`src/rtl/tblink_rpc_call_initiator.sv`:
```
// Call initiator: tracks up to 2**ID_W outstanding blocking calls by call id, issues invokes and matches responses.
// Optional response timeout is compiled in with `define TBLINK_RPC_CALL_TIMEOUT_EN.
module tblink_rpc_call_initiator #(
    parameter int ID_W           = 2,
    parameter int METHOD_W       = 8,
    parameter int DATA_W         = 32,
    parameter int TIMEOUT_CYCLES = 1024
) (
    input  logic                  clock,
    input  logic                  reset,

    input  logic                  req_valid,
    output logic                  req_ready,
    input  logic [METHOD_W-1:0]   req_method,
    input  logic [DATA_W-1:0]     req_params,
    input  logic                  req_blocking,

    output logic                  inv_valid,
    input  logic                  inv_ready,
    output logic [ID_W-1:0]       inv_call_id,
    output logic [METHOD_W-1:0]   inv_method,
    output logic [DATA_W-1:0]     inv_params,
    output logic                  inv_blocking,

    input  logic                  rsp_valid,
    output logic                  rsp_ready,
    input  logic [ID_W-1:0]       rsp_call_id,
    input  logic [DATA_W-1:0]     rsp_retval,

    output logic                  done_valid,
    input  logic                  done_ready,
    output logic [ID_W-1:0]       done_call_id,
    output logic [DATA_W-1:0]     done_retval,
    output logic                  done_error,

    output logic [ID_W:0]         outstanding,
    output logic                  stray_rsp,
    output logic [2*(2**ID_W)-1:0] dbg_slot_state
);

    localparam int NSLOT = 2**ID_W;

    typedef enum logic [1:0] {
        SLOT_FREE   = 2'd0,
        SLOT_ISSUED = 2'd1,
        SLOT_WAIT   = 2'd2
    } slot_e;

    slot_e slot_q [NSLOT];

    logic            any_free;
    logic [ID_W-1:0] alloc_id;
    logic            req_fire;
    logic            alloc_fire;
    logic            inv_fire;
    logic            rsp_fire;
    logic            rsp_hit;
    logic            done_free;
    logic            to_fire;
    logic [ID_W-1:0] to_id;
    logic [ID_W+1:0] out_sum;

    // Lowest-index FREE slot from the pre-edge state; a slot freed this cycle is not visible until next cycle.
    always_comb begin
        any_free = 1'b0;
        alloc_id = '0;
        for (int i = NSLOT - 1; i >= 0; i--) begin
            if (slot_q[i] == SLOT_FREE) begin
                any_free = 1'b1;
                alloc_id = ID_W'(i);
            end
        end
    end

    // Every channel: a beat moves when valid && ready at a rising edge; valid holds and payload stays stable until then.
    assign req_ready  = !reset && (!inv_valid || inv_ready) && (!req_blocking || any_free);
    assign rsp_ready  = !reset && (!done_valid || done_ready);
    assign req_fire   = req_valid && req_ready;
    assign alloc_fire = req_fire && req_blocking;
    assign inv_fire   = inv_valid && inv_ready;
    assign rsp_fire   = rsp_valid && rsp_ready;
    assign rsp_hit    = rsp_fire && (slot_q[rsp_call_id] == SLOT_WAIT);
    assign done_free  = !done_valid || done_ready;

`ifdef TBLINK_RPC_CALL_TIMEOUT_EN
    localparam int TIMER_W = $clog2(TIMEOUT_CYCLES + 1);

    logic [TIMER_W-1:0] timer_q [NSLOT];
    logic               any_sat;

    // A response loading done this cycle wins; a saturated slot simply waits for the next free cycle.
    always_comb begin
        any_sat = 1'b0;
        to_id   = '0;
        for (int i = NSLOT - 1; i >= 0; i--) begin
            if (slot_q[i] == SLOT_WAIT && timer_q[i] == TIMER_W'(TIMEOUT_CYCLES)) begin
                any_sat = 1'b1;
                to_id   = ID_W'(i);
            end
        end
        to_fire = any_sat && done_free && !rsp_hit;
    end
`else
    assign to_fire    = 1'b0;
    assign to_id      = '0;
    assign done_error = 1'b0;
`endif

    // Slot occupancy bookkeeping; at most one allocation and one release happen per cycle.
    always_comb begin
        out_sum = {1'b0, outstanding};
        if (alloc_fire) out_sum = out_sum + 1'b1;
        if (rsp_hit)    out_sum = out_sum - 1'b1;
        if (to_fire)    out_sum = out_sum - 1'b1;
        if (out_sum > (ID_W+2)'(NSLOT)) out_sum = (ID_W+2)'(NSLOT);
    end

    always_comb begin
        dbg_slot_state = '0;
        for (int i = 0; i < NSLOT; i++) begin
            dbg_slot_state[2*i +: 2] = slot_q[i];
        end
    end

    always_ff @(posedge clock) begin
        if (reset) begin
            for (int i = 0; i < NSLOT; i++) begin
                slot_q[i] <= SLOT_FREE;
`ifdef TBLINK_RPC_CALL_TIMEOUT_EN
                timer_q[i] <= '0;
`endif
            end
            inv_valid    <= 1'b0;
            inv_call_id  <= '0;
            inv_method   <= '0;
            inv_params   <= '0;
            inv_blocking <= 1'b0;
            done_valid   <= 1'b0;
            done_call_id <= '0;
            done_retval  <= '0;
`ifdef TBLINK_RPC_CALL_TIMEOUT_EN
            done_error   <= 1'b0;
`endif
            outstanding  <= '0;
            stray_rsp    <= 1'b0;
        end else begin
            stray_rsp   <= rsp_fire && !rsp_hit;
            outstanding <= out_sum[ID_W:0];

`ifdef TBLINK_RPC_CALL_TIMEOUT_EN
            for (int i = 0; i < NSLOT; i++) begin
                if (slot_q[i] == SLOT_WAIT && timer_q[i] != TIMER_W'(TIMEOUT_CYCLES)) begin
                    timer_q[i] <= timer_q[i] + 1'b1;
                end
            end
`endif

            // Invoke register: a new request can reload it in the same cycle the old invoke drains.
            if (req_fire) begin
                inv_valid    <= 1'b1;
                inv_call_id  <= req_blocking ? alloc_id : '0;
                inv_method   <= req_method;
                inv_params   <= req_params;
                inv_blocking <= req_blocking;
            end else if (inv_fire) begin
                inv_valid <= 1'b0;
            end

            if (alloc_fire) begin
                slot_q[alloc_id] <= SLOT_ISSUED;
            end

            if (inv_fire && inv_blocking) begin
                slot_q[inv_call_id] <= SLOT_WAIT;
`ifdef TBLINK_RPC_CALL_TIMEOUT_EN
                timer_q[inv_call_id] <= '0;
`endif
            end

            if (rsp_hit) begin
                slot_q[rsp_call_id] <= SLOT_FREE;
                done_valid          <= 1'b1;
                done_call_id        <= rsp_call_id;
                done_retval         <= rsp_retval;
`ifdef TBLINK_RPC_CALL_TIMEOUT_EN
                done_error          <= 1'b0;
`endif
            end else if (to_fire) begin
                slot_q[to_id] <= SLOT_FREE;
                done_valid    <= 1'b1;
                done_call_id  <= to_id;
                done_retval   <= '0;
`ifdef TBLINK_RPC_CALL_TIMEOUT_EN
                done_error    <= 1'b1;
`endif
            end else if (done_valid && done_ready) begin
                done_valid <= 1'b0;
            end
        end
    end

endmodule
```
`config.mk`:
```
export PLATFORM = sky130hd
export DESIGN_NAME = tblink_rpc_call_initiator
export DESIGN_NICKNAME = d
export VERILOG_FILES = /design/src/rtl/tblink_rpc_call_initiator.sv
export SDC_FILE = /design/constraint.sdc
export NUM_CORES = 1
export LEC_CHECK = 0
export ABC_AREA = 1
export CORE_MARGIN = 10
export CORE_UTILIZATION = 45
export CTS_BUF_LIST = sky130_fd_sc_hd__clkbuf_8
export DETAILED_ROUTE_END_ITERATION = 8
export PLACE_DENSITY = 0.88
export SKIP_CTS_REPAIR_TIMING = 1
export SLEW_MARGIN = 20
export SYNTH_ARGS = -nofsm -noshare
export SYNTH_HDL_FRONTEND = slang
export SYNTH_SLANG_ARGS = --single-unit
```
`constraint.sdc`:
```
create_clock -name clock -period 4.43 [get_ports clock]
set_input_delay 0.6645 -clock clock [delete_from_list [all_inputs] [get_ports clock]]
set_output_delay 0.6645 -clock clock [all_outputs]
set_load 0.005 [all_outputs]
```
### Yosys cells after proc, flatten, opt, wreduce, memory -nomap -nowiden

Memory sizes are Yosys's and may differ from the RTL's.
Index checks and enable logic that the tools add are counted.
W data, S select, Z words.

* output and inout bits: 94
* RAM bits: 8
* flip-flop bits (word level): 83
* memories kept: 1
* bits of input ports: 81

* eq/ne operators: 1
* $lt $le $gt $ge: 1
* add/sub/neg operators: 2
* multiplexer cells: 36
* reductions and logical operators: 29

Memory list
* slot_q: words 4, bits a word 2, read ports 5, clocked after Yosys merged registers in 0, write ports 4, RTL line 49 `slot_e slot_q [NSLOT];`

Operators with widths (count)
* $mux W1: 22
* $mux W2: 11
* $logic_and A1 B1 Y1: 11
* $logic_not A2 Y1: 4
* $mux W4: 2
* $reduce_or A2 Y1: 4
* $logic_not A1 Y1: 5
* $add A3 B1 Y4 const B: 1
* $gt A4 B3 Y1 const B: 1
* $reduce_bool A2 Y1: 2
* $sub A4 B1 Y4 const B: 1
* $logic_or A1 B1 Y1: 3
* $mux W3: 1
* $eq A2 B2 Y1 const B: 1

### Logic depth before layout (Yosys ltp)

Gate-level depths: netlist (run 1).
An unclocked memory read counts as a cell.

* word-level depth: 15
* depth in mapped cells: 17
* depth with buffers taken out: 17

### Worst setup path before layout (run 1)

OpenSTA, ideal clock, no wires.

* path type: input -> register
* start point: input port reset
* end point: register outstanding[0]
* arrival time: 2.126 ns
* cell stages on the path: 15
* setup slack: 2.226 ns
* path through: buf_2 -> a21oi_2 -> nand4_4 -> inv_4 -> nand2_1 -> nand2_1 -> inv_1 -> ha_1 -> nand4_1 -> nand3_1 -> nand2_1 -> inv_2 -> nand2_1 -> nand2_1 -> nor3_1

* cells in the longest elaborated chain, start to end: 10
* elaborated cells on any way between the ends: 13
* classes of those cells: add/sub (1); order compare (1); mux (2); reduce/logical (9)

RTL lines
* start, declared: RTL line 10 `input logic reset,`
* $logic_not A1 Y1: RTL line 76, 77
* $logic_and A1 B1 Y1 (2 in series): RTL line 76 `assign req_ready = !reset && (!inv_valid || inv_ready) && (!req_blocking || any_free);`
* $logic_and A1 B1 Y1: RTL line 78 `assign req_fire = req_valid && req_ready;`
* $logic_and A1 B1 Y1: RTL line 79 `assign alloc_fire = req_fire && req_blocking;`
* $mux W4: RTL line 112 `if (alloc_fire) out_sum = out_sum + 1'b1;`
* $sub A4 B1 Y4: RTL line 113 `if (rsp_hit) out_sum = out_sum - 1'b1;`
* $mux W4: RTL line 113
* $gt A4 B3 Y1: RTL line 115 `if (out_sum > (ID_W+2)'(NSLOT)) out_sum = (ID_W+2)'(NSLOT);`
* $reduce_or A2 Y1 (no line)
* end signal, assigned: RTL line 148 `outstanding <= out_sum[ID_W:0];`
* end, declared: RTL line 36 `output logic [ID_W:0] outstanding,`

Parallel ways exist; a longest one is shown, timed or not.
A chain may end at the register's enable or synchronous reset.

### Final worst setup path (run 1)

* start point: input port reset
* end point: register inv_call_id[1]

* cells in the longest elaborated chain, start to end: 4

RTL lines
* $logic_not A1 Y1: RTL line 76
* $logic_and A1 B1 Y1 (2 in series): RTL line 76
* $logic_and A1 B1 Y1: RTL line 78
* end signal, assigned: RTL line 161 `inv_call_id <= req_blocking ? alloc_id : '0;`
* end, declared: RTL line 20 `output logic [ID_W-1:0] inv_call_id,`

Parallel ways exist; a longest one is shown, timed or not.

==> implementation parameters, run 1 <==
Parameter                              Value

Status
  Run status    finished, final reports clean

Critical path
  Endpoint type of the worst setup path    register
  Startpoint-to-endpoint class of the critical path    input port to register
  Crit path required time    roughly 4.7 ns
  Setup slack, reg-to-reg    between 1.5 and 2 ns
  Critical path launch point type    input port
  Maximum fanout along the worst path    between 40 and 50
  Data arrival time of the worst path    3.48 ns

Floorplan
  Vert. Die Dim    around 110 um
  Starting Density    0.463
  Area of the die    12000 um2
  Num ports    roughly 180
  Die W    109 um
  # rows    32
  Placeable core region    roughly 8000 um2

Synth
  Synth cell types    33
  Net Count, Synth    roughly 560
  Syn_area_per_cell    between 7 and 8 um2
  Yosys Warn Count    0
  Gate count of the mapped netlist    about 470
  Mapped cell area    3590 um2
  Flop and latch count out of synthesis    slightly above 90
  Post-synthesis sequential area ratio    0.507

Placed design
  Post-placement cell area    roughly 5300 um2
  Final HPWL DP    8730 um
  Gpl congestion    roughly 0.82
  Number of instances in the placed design    just over 700
  # port buffers    ~170
  Post-Place Setup Slack    about 0.82 ns

Detailed routing
  Remaining design rule violation count    0
  Drt wl/cell    around 16 um
  Detailed Route Iter0 Violations    roughly 150
  Post-route ant nets    0
  Post-DR vias/cell    4.99
  Vias    around 3700
  Routed wire length    11500 um
  Number of iterations in the first detailed-routing pass    5

Global route
  Global route hottest layer    met2
  Met3 Usage GRT    0.0837
  Met1 Usage GRT    0.198
  All-Layer GR Usage    0.184
  Initial antenna violation count    0
  Via count of the first global-routing pass    around 3500
  Wire length of the first global-routing pass    ~18000 um
  Total grt overflow    0
  Global-route track usage on met2    0.315
  Largest net degree at the start of global routing    between 40 and 50

STA
  Min cycle time layout    between 3 and 4 ns
  Worst-case setup margin in the final layout    1.19 ns
  Worst-Margin Slew    ~0.8 ns
  Max-slew violation count    0
  RSZ-0062 raised after global routing    no
  FMAX    0.308 GHz
  Fin crit share    0.732
  Slew headroom    0.476
  Largest clock skew in the final design    between 0.01 and 0.015 ns
  Final-layout setup total negative slack    0 ns
  # setup viols final    0
  Hold violation total from the final report    0

Cells and area
  Non-filler instance count after layout    approximately 740
  Finished Cell Area    5510 um2
  FILL cells    607
  Fraction of final layout cells with drive strength greater than 1    0.0694
  Net count, final    approximately 710
  Antenna fix cells    0
  Area growth, synth to finish    53.3%

Power
  Total leakage power    roughly 2 nW
  Total power per unit cell area    slightly below 300 nW/um2
  Peak supply drop    0.204 mV

Clocking
  CTS tree    done
  Later-pin clock latency in the skew report    0.35 ns
  Max Buffers Root-to-Sink    2
  Post-CTS clock slew at the launch and capture registers of the worst setup and hold paths    about 0.090 ns
  Cell at the root of the clock tree    sky130_fd_sc_hd__clkbuf_8
  Clock sink count    91
  TritonCTS Buffers    9
  CTS H-Tree Depth    3

Hold path
  Class of the worst hold path    register to register

Job
  Max Cap Violations    0
-- worst paths after layout --
path,start,end,cells after the start
hold / removal,inv_params[22],inv_params[22],2
hold reg to reg,inv_params[22],inv_params[22],2
setup / recovery,reset,inv_call_id[1],7
setup reg to reg,slot_q[1][1],inv_params[9],7
-- cell usage after synthesis (all sizes together) --
library cell / instances / area (um2)
nand2: 188 / 718
dfxtp: 91 / 1820
a21oi: 85 / 429
nor2: 21 / 119
inv: 19 / 73.8
buf: 15 / 95.1
nand3: 14 / 87.6
clkbuf: 13 / 48.8
nand4: 6 / 58.8
nor3: 6 / 30.0
a31oi: 3 / 25.0
a22oi: 2 / 15.0
clkinv: 2 / 12.5
ha: 2 / 25.0
conb: 1 / 3.75
o21a: 1 / 7.51
o21ai: 1 / 5.00
o32ai: 1 / 8.76
xnor2: 1 / 8.76
-- where the power goes --
part           internal [W]  switching (W)
registers          0.000838      0.0000140
logic              0.000117      0.0000800
clock network      0.000265       0.000297
total               0.00122       0.000391
-- registers in the layout, summed over array words and instances (netlist names) --
register      cells
inv_params       32
slot_q            8
done_retval      32
inv_call_id       2
outstanding       3
done_valid        1
done_call_id      2
inv_method        8
stray_rsp         1
inv_blocking      1
inv_valid         1
-- placed cells by master (no fill, tap or decap), types with 3 or more instances in the layout --
master                            netlist  routed
sky130_fd_sc_hd__a21oi_1               84      84
sky130_fd_sc_hd__clkbuf_8               0       9
sky130_fd_sc_hd__clkdlybuf4s50_1        0     172
sky130_fd_sc_hd__clkinv_4               1       3
sky130_fd_sc_hd__dfxtp_1               91      91
sky130_fd_sc_hd__inv_1                 13      13
sky130_fd_sc_hd__inv_2                  5       5
sky130_fd_sc_hd__nand2_1              183     183
sky130_fd_sc_hd__nand2_2                5       5
sky130_fd_sc_hd__nand3_1               12      12
sky130_fd_sc_hd__nand4_1                4       4
sky130_fd_sc_hd__nor2_1                13      13
sky130_fd_sc_hd__nor2_2                 4       4
sky130_fd_sc_hd__nor2_4                 4       4
sky130_fd_sc_hd__nor3_1                 6       6
-- cell type report --
| cell class | count | area (um2) | area share |
|---|---|---|---|
| sequential | 91 | 1820 | 0.331 |
| tap | 102 | 128 | 0.0232 |
| clock inverter | 7 | 75.1 | 0.0136 |
| multi-input combinational | 332 | 1540 | 0.280 |
| clock buffer | 9 | 124 | 0.0225 |
| timing repair buffer | 174 | 1730 | 0.315 |
| inverter | 21 | 86.3 | 0.0157 |
-- per-layer routing --
metal / up-vias / share of wire
li1: 1830 / -
met1: 1690 / 0.39
met2: 149 / 0.49
met3: 6 / 0.12
met4: 0 / 0.0061
met5: - / 0
-- worst max-delay path, cell delays in order --
cell,delay (ns)
sky130_fd_sc_hd__buf_2,0.55
sky130_fd_sc_hd__clkinv_1,0.52
sky130_fd_sc_hd__nand2_1,0.21
sky130_fd_sc_hd__a31oi_2,0.07
sky130_fd_sc_hd__nand2_2,0.60
sky130_fd_sc_hd__inv_2,0.50
sky130_fd_sc_hd__o32ai_1,0.35
-- kinds of logic after synthesis --
| group | count (synthesis) | share of synthesized area |
|---|---|---|
| simple gates | 235 | 0.282 |
| other cells | 1 | 0.00104 |
| xor+xnor | 1 | 0.00244 |
| fa+ha+maj | 2 | 0.00696 |
| compound gates | 93 | 0.136 |
| buf+inv | 49 | 0.0641 |
| flops | 91 | 0.507 |
-- through the flow --
| stage | hold slack, ns | power [W] | utilization |
|---|---|---|---|
| floorplan | 0.461 | 0.000940 | - |
| global placement | 0.451 | 0.00106 | 0.684 |
| detailed placement | 0.457 | 0.00107 | 0.684 |
| CTS | 0.468 | 0.00163 | 0.709 |
| global route | 0.481 | 0.00168 | 0.709 |
| finish | 0.467 | 0.00161 | 0.709 |
No activity file was read; power rests on OpenSTA's default activity.
==> run 2: changes to the inputs <==
- CORE_UTILIZATION: 45 -> 42
- PLACE_DENSITY: 0.88 -> 0.83
- clock period: 4.43 -> 3.3 ns (I/O delays scaled with it)
==> implementation parameters, run 2 (synthesis results as in run 1) <==
Parameter                              Value

Status
  Run status    finished, final reports clean

Clocking
  CTS H-Tree Depth    3 (unchanged)
  Max Buffers Root-to-Sink    2 (unchanged)
  CTS tree    done
  Cell at the root of the clock tree    sky130_fd_sc_hd__clkbuf_8
  Post-CTS clock slew at the launch and capture registers of the worst setup and hold paths    0.09 ns (about the same)
  Clock sink count    91 (unchanged)
  TritonCTS Buffers    9 (unchanged)
  Later-pin clock latency in the skew report    0.35 ns (about the same)

Power
  Overall Power    0.00217 W (+35%)
  Power share of the sequential group    0.528 (about the same)
  Peak supply drop    0.245 mV (+20%)
  Internal power summed over all cells    0.00164 W (+34%)
  Total power per unit cell area    392 nW/um2 (+34%)
  Fraction of power spent switching nets    0.245 (+0.00274)
  Relative contribution of the clock network to total power    0.349 (about the same)
  Net switching power    0.000532 W (+36%)
  Combinational share of power    0.123 (about the same)
  Total leakage power    2.00 nW (-0.15%)

STA
  # setup viols final    0 (unchanged)
  Min cycle time layout    2.42 ns
  Worst-Margin Slew    0.709 ns (-0.0735 ns)
  Final-layout setup total negative slack    0 ns (unchanged)
  RSZ-0062 raised after global routing    no
  FMAX    0.413 GHz
  Fin crit share    0.734
  Largest clock skew in the final design    0.0113 ns (-0.000193 ns)
  Max-slew violation count    0 (unchanged)
  Hold violation total from the final report    0 (unchanged)
  Slew headroom    0.527 (+0.0508)

Hold path
  Hold path start    inv_method[5]
  Class of the worst hold path    register to register
  Instance count along the most critical hold path    2 (unchanged)
  Hold worst-path end    inv_method[5]

Cells and area
  Antenna fix cells    0 (unchanged)
  Final Util    0.670 (-0.0399)
  Most common cell after layout, fill and taps aside    sky130_fd_sc_hd__nand2_1
  Footprint of the flip-flops and latches    1820 um2 (unchanged)
  Commonest cells after routing, fill and taps aside    183 x sky130_fd_sc_hd__nand2_1, 172 x sky130_fd_sc_hd__clkdlybuf4s50_1, 91 x sky130_fd_sc_hd__dfxtp_1, 84 x sky130_fd_sc_hd__a21oi_1
  Area growth, synth to finish    53.9%
  Fraction of final layout cells with drive strength greater than 1    0.0723 (+0.00293)
  Non-filler instance count after layout    741 (+0.68%)
  Area used by multi-input combinational logic    1540 um2 (unchanged)
  Net count, final    714 (+0.28%)
  Largest regs    done_retval x32, inv_params x32
  FILL cells    693 (+14%)

Critical path
  Setup slack, reg-to-reg    1.21 ns (-0.78 ns)
  Maximum fanout along the worst path    2 (-95%)
  Startpoint-to-endpoint class of the critical path    input port to output port
  Endpoint type of the worst setup path    output port
  Critical path launch point type    input port
  RR Endpoint    outstanding[0]
  Data arrival time of the worst path    1.93 ns (-1.55 ns)
  Crit path required time    2.80 ns (-1.87 ns)
  Worst R2R Start    slot_q[3][1]
  Worst reg-to-reg path cell count    16 (+9)

Floorplan
  # rows    33 (+3.1%)
  Num ports    175 (unchanged)
  Starting Density    0.435 (-0.0275)
  Area of the die    12700 um2 (+5.8%)
  Die W    112 um (+2.9%)
  Vert. Die Dim    112 um (+2.9%)
  Placeable core region    8260 um2 (+6.3%)

Placed design
  Final HPWL DP    8940 um (+2.4%)
  Gpl congestion    0.918 (+11%)
  Number of instances in the placed design    725 (+0.69%)
  # port buffers    173 (unchanged)

Detailed routing
  Drt wl/cell    15.9 um (+2.0%)
  Post-route ant nets    0 (unchanged)
  Remaining design rule violation count    0 (unchanged)
  Post-DR vias/cell    4.98 (-0.24%)
  Number of iterations in the first detailed-routing pass    4 (-1)
  Routed wire length    11800 um (+2.7%)
  Detailed Route Iter0 Violations    139 (-9.2%)
  Vias    3691 (+0.44%)

Global route
  Wire length of the first global-routing pass    19300 um (+9.1%)
  Total grt overflow    0 (unchanged)
  Via count of the first global-routing pass    3750 (+5.9%)
  Largest net degree at the start of global routing    69 (+53%)
  All-Layer GR Usage    0.183 (-0.000269)
  Initial antenna violation count    0 (unchanged)

Job
  Max Cap Violations    0 (unchanged)
run 2: worst max path at each step:
stage | start | end | slack (ns) | cells past startpoint
CTS | inv_ready | req_ready | 0.88 | 6
finish | inv_ready | req_ready | 0.88 | 6
floorplan | reset | outstanding[0] | 1.27 | 15
global placement | rsp_call_id[1] | outstanding[0] | 0.75 | 12
global route | rsp_call_id[1] | outstanding[1] | 0.79 | 12
detailed placement | rsp_call_id[1] | outstanding[1] | 0.67 | 12
run 2: critical path, cell delays in order:
cell and delay, ns:
sky130_fd_sc_hd__clkdlybuf4s50_1 0.47, sky130_fd_sc_hd__inv_1 0.06, sky130_fd_sc_hd__nand2_1 0.08, sky130_fd_sc_hd__nand2_1 0.07
sky130_fd_sc_hd__a31oi_2 0.21, sky130_fd_sc_hd__clkdlybuf4s50_1 0.55
run 2: metrics by stage:
| step | setup WS, ns | instance area, um2 | hold slack [ns] |
|---|---|---|---|
| floorplan | 1.27 | 3590 | 0.461 |
| global placement | 0.750 | 5330 | 0.451 |
| detailed placement | 0.670 | 5330 | 0.456 |
| CTS | 0.877 | 5530 | 0.471 |
| global route | 0.791 | 5530 | 0.485 |
| finish | 0.879 | 5530 | 0.470 |
run 2: routing by layer:
metal | global-route usage | share of wire | vias to the layer above
li1 | - | - | 1838
met1 | 0.208 | 0.39 | 1679
met2 | 0.290 | 0.46 | 154
met3 | 0.100 | 0.12 | 20
met4 | 0.0567 | 0.020 | 0
met5 | 0 | 0 | -
run 2: area by class of cell:
class                   instances  share of cell area
clock buffers                   9              0.0224
clock inverters                 7              0.0136
inverters                      21              0.0156
multi-input cells             332               0.279
flip-flops and latches         91               0.329
well taps                     105              0.0238
repair buffers                176               0.316
run 2: power groups by stage:
stage               combinational [W]  clock, W  sequential [W]
finish                       0.000266  0.000758         0.00114
global route                 0.000291  0.000823         0.00115
CTS                          0.000268  0.000776         0.00115
detailed placement           0.000266         0         0.00117
global placement             0.000262         0         0.00117
floorplan                   0.0000914         0         0.00117
